<file path="src/rtl/gpi_input_conditioner_if.sv">
// ============================================================================
// Module  : gpi_input_conditioner_if
// Purpose : Board-input bundle between raw switch/button pins and the GPI block.
// Revision: 1.0 - initial release
// ============================================================================
`default_nettype none

interface gpi_input_conditioner_if #(
  parameter int WIDTH = 6
);
  logic [WIDTH-1:0] raw;
  logic [WIDTH-1:0] ack;
  logic [WIDTH-1:0] stable;
  logic [WIDTH-1:0] rise;
  logic [WIDTH-1:0] fall;
  logic [WIDTH-1:0] pending;
  logic             any_event;

  modport master (
    output raw, ack,
    input  stable, rise, fall, pending, any_event
  );

  modport slave (
    input  raw, ack,
    output stable, rise, fall, pending, any_event
  );
endinterface

`default_nettype wire

</file>
<file path="src/rtl/gpi_input_conditioner.sv">
// ============================================================================
// Module  : gpi_input_conditioner
// Purpose : Per-bit synchronizer, debounce, edge pulses and sticky event flags.
// Revision: 1.0 - initial release
// ============================================================================
`default_nettype none

module gpi_input_conditioner #(
  parameter int WIDTH           = 6,
  parameter int SYNC_STAGES     = 2,
  parameter int DEBOUNCE_CYCLES = 50
) (
  input  wire logic               clk,
  input  wire logic               rst,
  gpi_input_conditioner_if.slave  bus
);

  localparam int            CW          = $clog2(DEBOUNCE_CYCLES + 1);
  localparam logic [CW-1:0] c_CNT_MAX   = CW'(DEBOUNCE_CYCLES - 1);
  localparam logic [0:0]    STABLE_LO   = 1'b0;
  localparam logic [0:0]    STABLE_HI   = 1'b1;

  logic [WIDTH-1:0] sync_q [SYNC_STAGES];
  logic [WIDTH-1:0] sync_w;
  logic [WIDTH-1:0] flip_w;
  logic [WIDTH-1:0] stable_q, stable_d;
  logic [WIDTH-1:0] rise_q, rise_d;
  logic [WIDTH-1:0] fall_q, fall_d;
  logic [WIDTH-1:0] pending_q, pending_d;

  always_ff @(posedge clk) begin
    if (rst) begin
      for (int k = 0; k < SYNC_STAGES; k++) sync_q[k] <= '0;
    end else begin
      sync_q[0] <= bus.raw;
      for (int k = 1; k < SYNC_STAGES; k++) sync_q[k] <= sync_q[k-1];
    end
  end

  assign sync_w = sync_q[SYNC_STAGES-1];

  // Each bit flips once its synchronized level has disagreed for DEBOUNCE_CYCLES samples.
  for (genvar i = 0; i < WIDTH; i++) begin : g_bit
    logic [CW-1:0] cnt_q;
    logic [CW-1:0] cnt_d;
    logic          diff_w;

    assign diff_w    = sync_w[i] != stable_q[i];
    assign flip_w[i] = diff_w && (cnt_q == c_CNT_MAX);
    assign cnt_d     = (diff_w && !flip_w[i]) ? cnt_q + 1'b1 : '0;

    always_ff @(posedge clk) begin
      if (rst) cnt_q <= '0;
      else     cnt_q <= cnt_d;
    end

    assign rise_d[i] = flip_w[i] && (stable_q[i] == STABLE_LO);
    assign fall_d[i] = flip_w[i] && (stable_q[i] == STABLE_HI);
  end

  assign stable_d = stable_q ^ flip_w;
  // A new rise outranks an ack arriving on the same edge.
  assign pending_d = rise_d | (pending_q & ~bus.ack);

  always_ff @(posedge clk) begin
    if (rst) begin
      stable_q  <= '0;
      rise_q    <= '0;
      fall_q    <= '0;
      pending_q <= '0;
    end else begin
      stable_q  <= stable_d;
      rise_q    <= rise_d;
      fall_q    <= fall_d;
      pending_q <= pending_d;
    end
  end

  assign bus.stable    = stable_q;
  assign bus.rise      = rise_q;
  assign bus.fall      = fall_q;
  assign bus.pending   = pending_q;
  assign bus.any_event = |(rise_q | fall_q);

endmodule

`default_nettype wire

</file>
<file path="src/flat_wrapper.sv">
// flat-port wrapper written by rule: the top's interface ports become plain ports
module gpi_input_conditioner_flat 
#(
  parameter int WIDTH           = 6,
  parameter int SYNC_STAGES     = 2,
  parameter int DEBOUNCE_CYCLES = 50
)
  (clk, rst, bus_raw, bus_ack, bus_stable, bus_rise, bus_fall, bus_pending, bus_any_event);
  gpi_input_conditioner_if #(.WIDTH(WIDTH)) bus_i ();
  input  wire logic clk;
  input  wire logic rst;
  input wire logic [$bits(bus_i.raw)-1:0] bus_raw;
  input wire logic [$bits(bus_i.ack)-1:0] bus_ack;
  output wire logic [$bits(bus_i.stable)-1:0] bus_stable;
  output wire logic [$bits(bus_i.rise)-1:0] bus_rise;
  output wire logic [$bits(bus_i.fall)-1:0] bus_fall;
  output wire logic [$bits(bus_i.pending)-1:0] bus_pending;
  output wire logic [$bits(bus_i.any_event)-1:0] bus_any_event;
  assign bus_i.raw = bus_raw;
  assign bus_i.ack = bus_ack;
  assign bus_stable = bus_i.stable;
  assign bus_rise = bus_i.rise;
  assign bus_fall = bus_i.fall;
  assign bus_pending = bus_i.pending;
  assign bus_any_event = bus_i.any_event;
  gpi_input_conditioner #(.WIDTH(WIDTH), .SYNC_STAGES(SYNC_STAGES), .DEBOUNCE_CYCLES(DEBOUNCE_CYCLES)) u_core (.clk(clk), .rst(rst), .bus(bus_i));
endmodule
</file>
<file path="config.mk">
export PLATFORM = sky130hd
export DESIGN_NAME = gpi_input_conditioner_flat
export DESIGN_NICKNAME = d
export VERILOG_FILES = /design/src/rtl/gpi_input_conditioner_if.sv /design/src/rtl/gpi_input_conditioner.sv /design/src/flat_wrapper.sv
export SDC_FILE = /design/constraint.sdc
export NUM_CORES = 1
export LEC_CHECK = 0
export CELL_PAD_IN_SITES_DETAIL_PLACEMENT = 0
export CELL_PAD_IN_SITES_GLOBAL_PLACEMENT = 1
export CORE_ASPECT_RATIO = 0.6
export CORE_UTILIZATION = 40
export CTS_CLUSTER_SIZE = 24
export DETAILED_ROUTE_END_ITERATION = 12
export PLACE_DENSITY = 0.85
export SLEW_MARGIN = 10
export SYNTH_ARGS = -nofsm -noshare
export SYNTH_HDL_FRONTEND = slang
export SYNTH_SLANG_ARGS = --single-unit
</file>
<file path="constraint.sdc">
create_clock -name clk -period 2.7 [get_ports clk]
set_clock_uncertainty 0.05 [all_clocks]
set_input_delay 0.54 -clock clk [delete_from_list [all_inputs] [get_ports clk]]
set_output_delay 0.54 -clock clk [all_outputs]
set_load 0.02 [all_outputs]
</file>
==> flow_metrics.env, run 1 <==
export IMPL_status="complete, no violations"
export IMPL_hold_path_class="flip-flop to flip-flop"
export IMPL_multiInputGateArea_um2=1310
export IMPL_layout_min_cycle_time_ns=2.38
export IMPL_regArea_um2=1440
export IMPL_power_density_nw_per_um2=613
export IMPL_grt_max_degree=21
export IMPL_criticalPathCategory="flip-flop to primary output"
export IMPL_initial_core_util=0.419
export IMPL_synth_area_um2=2830
export IMPL_power_leakage_uw=0.00129
export IMPL_use_met1=0.206
export IMPL_gp_congestion=0.750
export IMPL_clock_path_buffers=2
export IMPL_portBuffers=38
export IMPL_synth_cell_types=31
export IMPL_synth_edff_count=0
export IMPL_max_freq_ghz=0.419
export IMPL_die_w_um=111
export IMPL_yosysTopAreaCellShare=0.509
export IMPL_synth_largest_area_cell="dfxtp_1"
export IMPL_r2r_start="u_core.g_bit[4].cnt_q[0]$_SDFF_PP0_"
export IMPL_critPathArrivalTime_ns=1.79
export IMPL_cts_tree="done"
export IMPL_drc=0
export IMPL_holdWs_ns=0.383
export IMPL_wirelength_um=5380
export IMPL_postLayoutCoreUtil=0.528
export IMPL_num_antenna_cells=0
export IMPL_grt_pass1_vias=1848
export IMPL_cts_max_level=3
export IMPL_area_growth_pct=26.0
export IMPL_die_y_um=67.2
export IMPL_hold_end="u_core.sync_q[0][9]$_SDFF_PP0_"
export IMPL_ir_drop_v=0.000442
export IMPL_end_kind="primary output"
export IMPL_syn_inst=283
export IMPL_antenna_found_initial=0
export IMPL_min_path_cells=1
export IMPL_drt_pass1_iter_count=5
export IMPL_die_area_um2=7440
export IMPL_hpwl_um=3910
export IMPL_cap_violations=0
export IMPL_viasPerCell=5.00
export IMPL_met2_usage=0.218
export IMPL_io_pin_count=39
export IMPL_fin_tns_setup_ns=0
export IMPL_maxSlewHeadroom=0.639
export IMPL_yosys_warnings=0
export IMPL_place_inst=404
export IMPL_mostFrequentLayoutCells="dfxtp_1 (72), clkdlybuf4s50_1 (38), nor2_1 (32)"
export IMPL_critPathMaxFanout=2
export IMPL_startpoint_type="flip-flop"
export IMPL_rsz0062_at_grt="false"
export IMPL_grt_pass1_wl_um=8780
export IMPL_nNetsFinal=354
export IMPL_use_met3=0.0673
export IMPL_drtIter0Drc=97
export IMPL_busiest_layer="met2"
export IMPL_ys_seq_area_frac=0.509
export IMPL_fin_crit_sh=0.883
export IMPL_synthFlopType="dfxtp_1"
export IMPL_hold_violations=0
export IMPL_fillCellCount=632
export IMPL_wl_per_cell_um=12.8
export IMPL_rows=23
export IMPL_async_reset_ff_frac=0
export IMPL_clkTransAtPathRegs_ns=0.06
export IMPL_final_common_cell="dfxtp_1"
export IMPL_drive_above_1_share=0.0721
export IMPL_r2r_end="u_core.g_bit[4].cnt_q[4]$_SDFF_PP0_"
export IMPL_cts_buffers=9
export IMPL_cp_required_ns=2.11
export IMPL_worst_r2r_setup_slack_ns=1.16
export IMPL_ys_top_cells_by_area="dfxtp_1 (51%), ha_1 (5.3%), xor2_1 (4.9%), nor2_1 (4.2%), nand3_1 (3.7%)"
export IMPL_setup_viol=0
export IMPL_cts_hold_buf=0
export IMPL_max_slew_worst_pin_slew_ns=0.538
export IMPL_clkSinkCount=72
export IMPL_fin_cells=420
export IMPL_grt_overflow=0
export IMPL_ys_seq_elements=72
export IMPL_postCtsSetupRepairBufs=0
export IMPL_clock_latency_ns=0.33
export IMPL_cts_root_buf="clkbuf_16"
export IMPL_hold_start="u_core.sync_q[0][3]$_SDFF_PP0_"
export IMPL_vias=2098
export IMPL_syn_mean_instance_area_um2=10.0
export IMPL_ff2ff_path_depth=4
export IMPL_synth_nets=309
export IMPL_slew_violations=0
export IMPL_cts_resized_gates=0
export IMPL_core_um2=6760
export IMPL_ant_nets=0
export IMPL_grt_total_usage=0.156
[metal layers]
metal  part of all wire  vias to the layer above
met5                  0                        -
met4              0.017                        0
met3              0.056                       10
met2               0.41                       41
met1               0.52                      971
li1                   -                     1076
[final cells by class]
cell class,instances,area share
Sequential cell,72,0.404
Multi-Input combinational cell,192,0.367
Timing Repair Buffer,40,0.111
Inverter,13,0.0137
Clock buffer,12,0.0691
Clock inverter,4,0.00561
Tap cell,87,0.0305
[report_power, final]
| group | switching, uW | internal [uW] | leakage, uW | total [uW] |
|---|---|---|---|---|
| combinational | 23.9 | 29.9 | 0.000574 | 53.8 |
| sequential | 9.00 | 1070 | 0.000583 | 1080 |
| clock | 410 | 640 | 0.000136 | 1050 |
| total | 443 | 1740 | 0.00129 | 2190 |
[synthesized netlist by cell type (5+ instances only)]
| cell type | n |
|---|---|
| a21oi_1 | 16 |
| dfxtp_1 | 72 |
| ha_1 | 12 |
| inv_1 | 13 |
| nand2_1 | 10 |
| nand2b_1 | 7 |
| nand3_1 | 21 |
| nor2_1 | 32 |
| nor2b_1 | 12 |
| nor4_1 | 5 |
| nor4b_1 | 8 |
| o211ai_1 | 6 |
| o21ai_0 | 12 |
| or3_1 | 6 |
| xnor2_1 | 8 |
| xor2_1 | 16 |
[per-stage QoR]
step | area (um2) | setup WS [ns] | power, uW
2_1_floorplan | 2830 | 1.25 | 1130
3_3_place_gp | 3300 | 0.656 | 1160
3_5_place_dp | 3300 | 0.678 | 1160
4_1_cts | 3570 | 0.317 | 2220
5_1_grt | 3570 | 0.240 | 2270
6_report | 3570 | 0.315 | 2190
[worst max-delay path: stages, from the launching register on]
cell	delay [ns]
dfxtp_1	0.31
nor4_1	0.46
nand3_1	0.12
clkdlybuf4s50_1	0.58
[flip-flops by register name, indices dropped and copies added (netlist names), named ones only]
name and flops:
u_core.g_bit.cnt_q 36, u_core.bus.rise 6, u_core.sync_q 12, u_core.bus.fall 6
u_core.bus.pending 6
[kinds of logic (layout without fill, tap and decap cells)]
family                   Yosys count  in the layout  synth area share
flip-flops                        72             72             0.509
AO/OA/AOI/OAI                     36             36            0.0728
adder cells (fa/ha/maj)           12             12            0.0530
AND/OR/NAND/NOR                  120            120             0.262
buffers and inverters             19             69            0.0296
XOR/XNOR                          24             24            0.0742
[worst max-delay path by stage]
stage	start	endpoint	slack, ns	depth (start not counted)
2_1_floorplan	u_core.bus.rise[1]$_SDFF_PP0_	bus_any_event	1.25	2
3_3_place_gp	u_core.bus.fall[0]$_SDFF_PP0_	bus_any_event	0.66	3
3_5_place_dp	u_core.bus.fall[0]$_SDFF_PP0_	bus_any_event	0.68	3
4_1_cts	u_core.bus.fall[0]$_SDFF_PP0_	bus_any_event	0.32	3
5_1_grt	u_core.bus.fall[0]$_SDFF_PP0_	bus_any_event	0.24	3
6_report	u_core.bus.fall[0]$_SDFF_PP0_	bus_any_event	0.32	3
Note: power is estimated with default switching activity, not from simulation.
==> run 2, diff against run 1 <==
- CORE_UTILIZATION: 40 -> 45
- PLACE_DENSITY: 0.85 -> 0.93
- SLEW_MARGIN: 10 -> 5
==> run 2 against run 1 <==
  * Fmax up 1.8%
  * Sequential share of layout area is 0.60 points higher
  * Die area decreased by 11%
  * Clock power down 9%
  * Combinational power shrank 3%
  * Largest power group unchanged
  * Worst hold slack improved by 0.0026 ns
  * Highest routed layer unchanged
  * First-iteration DRC count down 28%
  * Critical path depth stayed put
  * Utilization up 7.8 points
==> flow_metrics.env, run 2 (synthesized netlist as in run 1, its figures left out) <==
export IMPL_clock_latency_ns=0.35
export IMPL_max_freq_ghz=0.427
export IMPL_cap_violations=0
export IMPL_cts_tree="done"
export IMPL_setup_slack_ns=0.357
export IMPL_drc=0
export IMPL_wl_per_cell_um=12.4
export IMPL_drt_pass1_iter_count=4
export IMPL_critPathMaxFanout=2
export IMPL_critPathArrivalTime_ns=1.75
export IMPL_viasPerCell=4.96
export IMPL_grt_total_usage=0.173
export IMPL_portBuffers=38
export IMPL_clkSinkCount=72
export IMPL_maxSlewHeadroom=0.667
export IMPL_grt_overflow=0
export IMPL_area_growth_pct=24.1
export IMPL_vias=2045
export IMPL_postCtsSetupRepairBufs=0
export IMPL_die_area_um2=6630
export IMPL_criticalPathCategory="flip-flop to primary output"
export IMPL_fin_cells=412
export IMPL_reg_top3="u_core.g_bit.cnt_q x36, u_core.sync_q x12"
export IMPL_ant_nets=0
export IMPL_initial_core_util=0.488
export IMPL_cts_buffers=9
export IMPL_power_density_nw_per_um2=594
export IMPL_drtIter0Drc=70
export IMPL_fillCellCount=501
export IMPL_seq_power_share=0.518
export IMPL_rsz0062_at_grt="false"
export IMPL_max_slew_worst_pin_slew_ns=0.498
export IMPL_antenna_found_initial=0
export IMPL_netSwitchingFraction=0.201
export IMPL_wl_met2_um=2110
export IMPL_cts_hold_buf=0
export IMPL_grt_pass1_vias=1948
export IMPL_mostFrequentLayoutCells="dfxtp_1 (72), clkdlybuf4s50_1 (38), nor2_1 (32)"
export IMPL_hold_path_class="flip-flop to flip-flop"
export IMPL_power_leakage_uw=0.00127
export IMPL_status="complete, no violations"
export IMPL_place_inst=396
export IMPL_highest_layer="met4"
export IMPL_clkTransAtPathRegs_ns=0.07
export IMPL_power_frac_comb=0.025
export IMPL_wirelength_um=5120
export IMPL_hpwl_um=3610
export IMPL_hold_violations=0
export IMPL_internal_power_uw=1670
export IMPL_largest_register_ffs=36
export IMPL_cp_required_ns=2.11
export IMPL_cts_max_level=3
export IMPL_top_register="u_core.g_bit.cnt_q"
export IMPL_ir_drop_v=0.000359
export IMPL_cts_resized_gates=0
export IMPL_fin_tns_setup_ns=0
export IMPL_setup_viol=0
export IMPL_postLayoutCoreUtil=0.606
export IMPL_clock_path_buffers=2
export IMPL_startpoint_type="flip-flop"
export IMPL_die_y_um=63.5
export IMPL_num_antenna_cells=0
export IMPL_cts_root_buf="clkbuf_8"
export IMPL_core_um2=5810
export IMPL_nNetsFinal=353
export IMPL_power_switching_uw=419
export IMPL_slew_violations=0
export IMPL_layout_min_cycle_time_ns=2.34
export IMPL_post_place_ws_ns=0.711
export IMPL_end_kind="primary output"
export IMPL_final_common_cell="dfxtp_1"
export IMPL_die_w_um=104
export IMPL_grt_pass1_wl_um=8720
export IMPL_p_clk_frac=0.457
export IMPL_drive_above_1_share=0.0753
export IMPL_rows=21
export IMPL_wl_met1_um=2550
export IMPL_io_pin_count=39
export IMPL_grt_max_degree=37
export IMPL_gp_congestion=0.760
export IMPL_fin_crit_sh=0.868
export IMPL_dr_wl_met3_um=383
[run 2: cell count changes in the layout (fill, tap and decap cells not counted)]
cell / before / now
clkbuf_16: 9 / 0
clkinv_4: 0 / 1
clkinv_2: 4 / 2
bufinv_16: 0 / 2
clkbuf_8: 1 / 11
buf_4: 2 / 1
clkbuf_1: 2 / 0
[run 2: power groups by stage]
stage | registers (uW) | logic, uW | clock network [uW]
after global placement | 1110 | 51.4 | 0
after global routing | 1080 | 58.1 | 1040
final | 1080 | 52.1 | 956
after floorplan | 1100 | 27.5 | 0
after CTS | 1080 | 53.1 | 979
after detailed placement | 1110 | 52.6 | 0
[run 2: path summary, 6_finish.rpt]
path | startpoint | slack (ns) | cells past startpoint | end
max reg2reg | u_core.g_bit[5].cnt_q[0]$_SDFF_PP0_ | 1.23 | 4 | u_core.g_bit[5].cnt_q[3]$_SDFF_PP0_
min | u_core.sync_q[0][0]$_SDFF_PP0_ | 0.39 | 1 | u_core.sync_q[0][6]$_SDFF_PP0_
max | u_core.bus.fall[0]$_SDFF_PP0_ | 0.36 | 3 | bus_any_event
min reg2reg | u_core.sync_q[0][0]$_SDFF_PP0_ | 0.39 | 1 | u_core.sync_q[0][6]$_SDFF_PP0_
[run 2: cell type report]
| type | instances | area (um2) | share of cell area |
|---|---|---|---|
| well taps | 80 | 100 | 0.0285 |
| flip-flops and latches | 72 | 1440 | 0.410 |
| clock buffers | 11 | 151 | 0.0430 |
| clock inverters | 5 | 78.8 | 0.0224 |
| inverters | 13 | 48.8 | 0.0139 |
| multi-input cells | 192 | 1310 | 0.372 |
| repair buffers | 39 | 388 | 0.110 |
[run 2: layer usage]
layer / vias up / track usage
met5: - / 0
met4: 0 / 0.0643
met3: 8 / 0.0901
met2: 41 / 0.250
met1: 925 / 0.217
li1: 1071 / -
[run 2: per-stage QoR]
step,hold slack [ns],area (um2),total power [uW]
after floorplan,0.364,2830,1130
after global placement,0.367,3290,1160
after detailed placement,0.371,3290,1160
after CTS,0.389,3520,2110
after global routing,0.410,3520,2180
final,0.385,3520,2090
[run 2: worst max-delay path, stage by stage, from the launching register on]
cell             delay [ns]
dfxtp_1                0.32
nor4_1                 0.38
nand3_1                0.14
clkdlybuf4s50_1        0.56
==> run 3, diff against run 2 <==
- CELL_PAD_IN_SITES_DETAIL_PLACEMENT: 0 -> unset
- CELL_PAD_IN_SITES_GLOBAL_PLACEMENT: 1 -> unset
- CORE_UTILIZATION: 45 -> 55
- MAX_ROUTING_LAYER: unset -> met4
- PLACE_DENSITY: 0.93 -> 0.89
==> run 3 against run 2 <==
  * Fmax is 2.8% lower
  * Total power increased by 11%
  * Critical path type unchanged
  * Sequential power is essentially flat
  * Clock power grew 23%
  * Utilization up 14 points
  * Cell area is 0.89% higher
  * Largest cell class unchanged
  * Global-route usage rose by 6.1 points
==> flow_metrics.env, run 3 (synthesized netlist as in run 1, its figures left out) <==
export IMPL_status="complete, no violations"
export IMPL_rows=19
export IMPL_rsz0062_at_grt="false"
export IMPL_max_stage_delay_ns=0.55
export IMPL_die_w_um=94.7
export IMPL_hpwl_um=3830
export IMPL_drt_pass1_iter_count=4
export IMPL_cts_hold_buf=0
export IMPL_antenna_found_initial=0
export IMPL_design_area_um2=3550
export IMPL_drive_above_1_share=0.0723
export IMPL_maxSlewHeadroom=0.646
export IMPL_die_area_um2=5450
export IMPL_wl_per_cell_um=13.8
export IMPL_io_pin_count=39
export IMPL_clkSinkCount=72
export IMPL_cts_buffers=9
export IMPL_cts_root_buf="clkbuf_8"
export IMPL_vias=2146
export IMPL_ir_drop_v=0.000435
export IMPL_clock_path_buffers=2
export IMPL_fin_crit_sh=0.893
export IMPL_area_growth_pct=25.2
export IMPL_core_um2=4750
export IMPL_initial_core_util=0.596
export IMPL_drtIter0Drc=116
export IMPL_layout_min_cycle_time_ns=2.41
export IMPL_cap_violations=0
export IMPL_num_antenna_cells=0
export IMPL_path_cells="nor4_1 > nand3_1 > clkdlybuf4s50_1"
export IMPL_reg_top3="u_core.g_bit.cnt_q x36, u_core.sync_q x12"
export IMPL_top_register="u_core.g_bit.cnt_q"
export IMPL_mostFrequentLayoutCells="dfxtp_1 (72), clkdlybuf4s50_1 (38), nor2_1 (32)"
export IMPL_place_area_um2=3270
export IMPL_cts_resized_gates=0
export IMPL_hold_path_class="flip-flop to flip-flop"
export IMPL_power_leakage_uw=0.00129
export IMPL_largest_register_ffs=36
export IMPL_gp_congestion=0.773
export IMPL_max_slew_worst_pin_slew_ns=0.528
export IMPL_cts_max_level=3
export IMPL_hold_violations=0
export IMPL_postLayoutCoreUtil=0.746
export IMPL_critPathArrivalTime_ns=1.82
export IMPL_fillCellCount=355
export IMPL_nNetsFinal=353
export IMPL_ant_nets=0
export IMPL_viasPerCell=5.43
export IMPL_startpoint_type="flip-flop"
export IMPL_die_y_um=57.6
export IMPL_grt_pass1_vias=2036
export IMPL_setup_viol=0
export IMPL_clock_latency_ns=0.34
export IMPL_fin_tns_setup_ns=0
export IMPL_criticalPathCategory="flip-flop to primary output"
export IMPL_critPathMaxFanout=2
export IMPL_portBuffers=38
export IMPL_power_density_nw_per_um2=653
export IMPL_cp_slowest_cell="clkdlybuf4s50_1"
export IMPL_slew_violations=0
export IMPL_wirelength_um=5460
export IMPL_postCtsSetupRepairBufs=0
export IMPL_grt_max_degree=37
export IMPL_max_freq_ghz=0.415
export IMPL_grt_overflow=0
export IMPL_grt_total_usage=0.234
export IMPL_end_kind="primary output"
export IMPL_grt_pass1_wl_um=9250
export IMPL_cp_required_ns=2.11
export IMPL_final_common_cell="dfxtp_1"
export IMPL_clkTransAtPathRegs_ns=0.07
export IMPL_drc=0
export IMPL_cts_tree="done"
run 3: critical path, delay by kind of cell (launching register included):
family	cells	cell delay, ns
buffers and inverters	1	0.55
AND/OR/NAND/NOR	2	0.61
flip-flops	1	0.32
run 3: final cells by class:
class,count,area (um2),share of cell area
Sequential cell,72,1440,0.406
Multi-Input combinational cell,192,1310,0.369
Timing Repair Buffer,39,388,0.109
Clock inverter,6,155,0.0437
Clock buffer,10,128,0.0360
Tap cell,63,78.8,0.0222
Inverter,13,48.8,0.0138
run 3: through the flow:
stage               hold WS [ns]  power, uW  worst slack (ns)  instances
global route               0.413       2390             0.204        395
finish                     0.391       2320             0.290        395
CTS                        0.390       2340             0.279        395
global placement           0.367       1160             0.659        379
detailed placement         0.374       1160             0.676        379
floorplan                  0.364       1130              1.25        283
run 3: per-layer routing:
metal / vias to the layer above / wire length (um) / GRT usage
li1: 1072 / - / -
met5: - / 0 / -
met2: 58 / 2470 / 0.361
met1: 1008 / 2580 / 0.284
met3: 8 / 350 / 0.0813
met4: 0 / 59 / 0.0866
run 3: final timing paths:
check                                      startpoint                             endpoint  slack (ns)  cells past startpoint
setup / recovery        u_core.bus.rise[3]$_SDFF_PP0_                        bus_any_event        0.29                      3
hold / removal         u_core.sync_q[0][3]$_SDFF_PP0_       u_core.sync_q[0][9]$_SDFF_PP0_        0.39                      1
setup reg to reg  u_core.g_bit[0].cnt_q[0]$_SDFF_PP0_  u_core.g_bit[0].cnt_q[2]$_SDFF_PP0_        1.20                      4
hold reg to reg        u_core.sync_q[0][3]$_SDFF_PP0_       u_core.sync_q[0][9]$_SDFF_PP0_        0.39                      1
run 3: where the power goes:
| part | leakage (uW) | switching [uW] | internal, uW |
|---|---|---|---|
| Clock | 0.000140 | 383 | 800 |
| Combinational | 0.000569 | 23.9 | 28.9 |
| Sequential | 0.000583 | 9.37 | 1070 |
| Total | 0.00129 | 417 | 1900 |
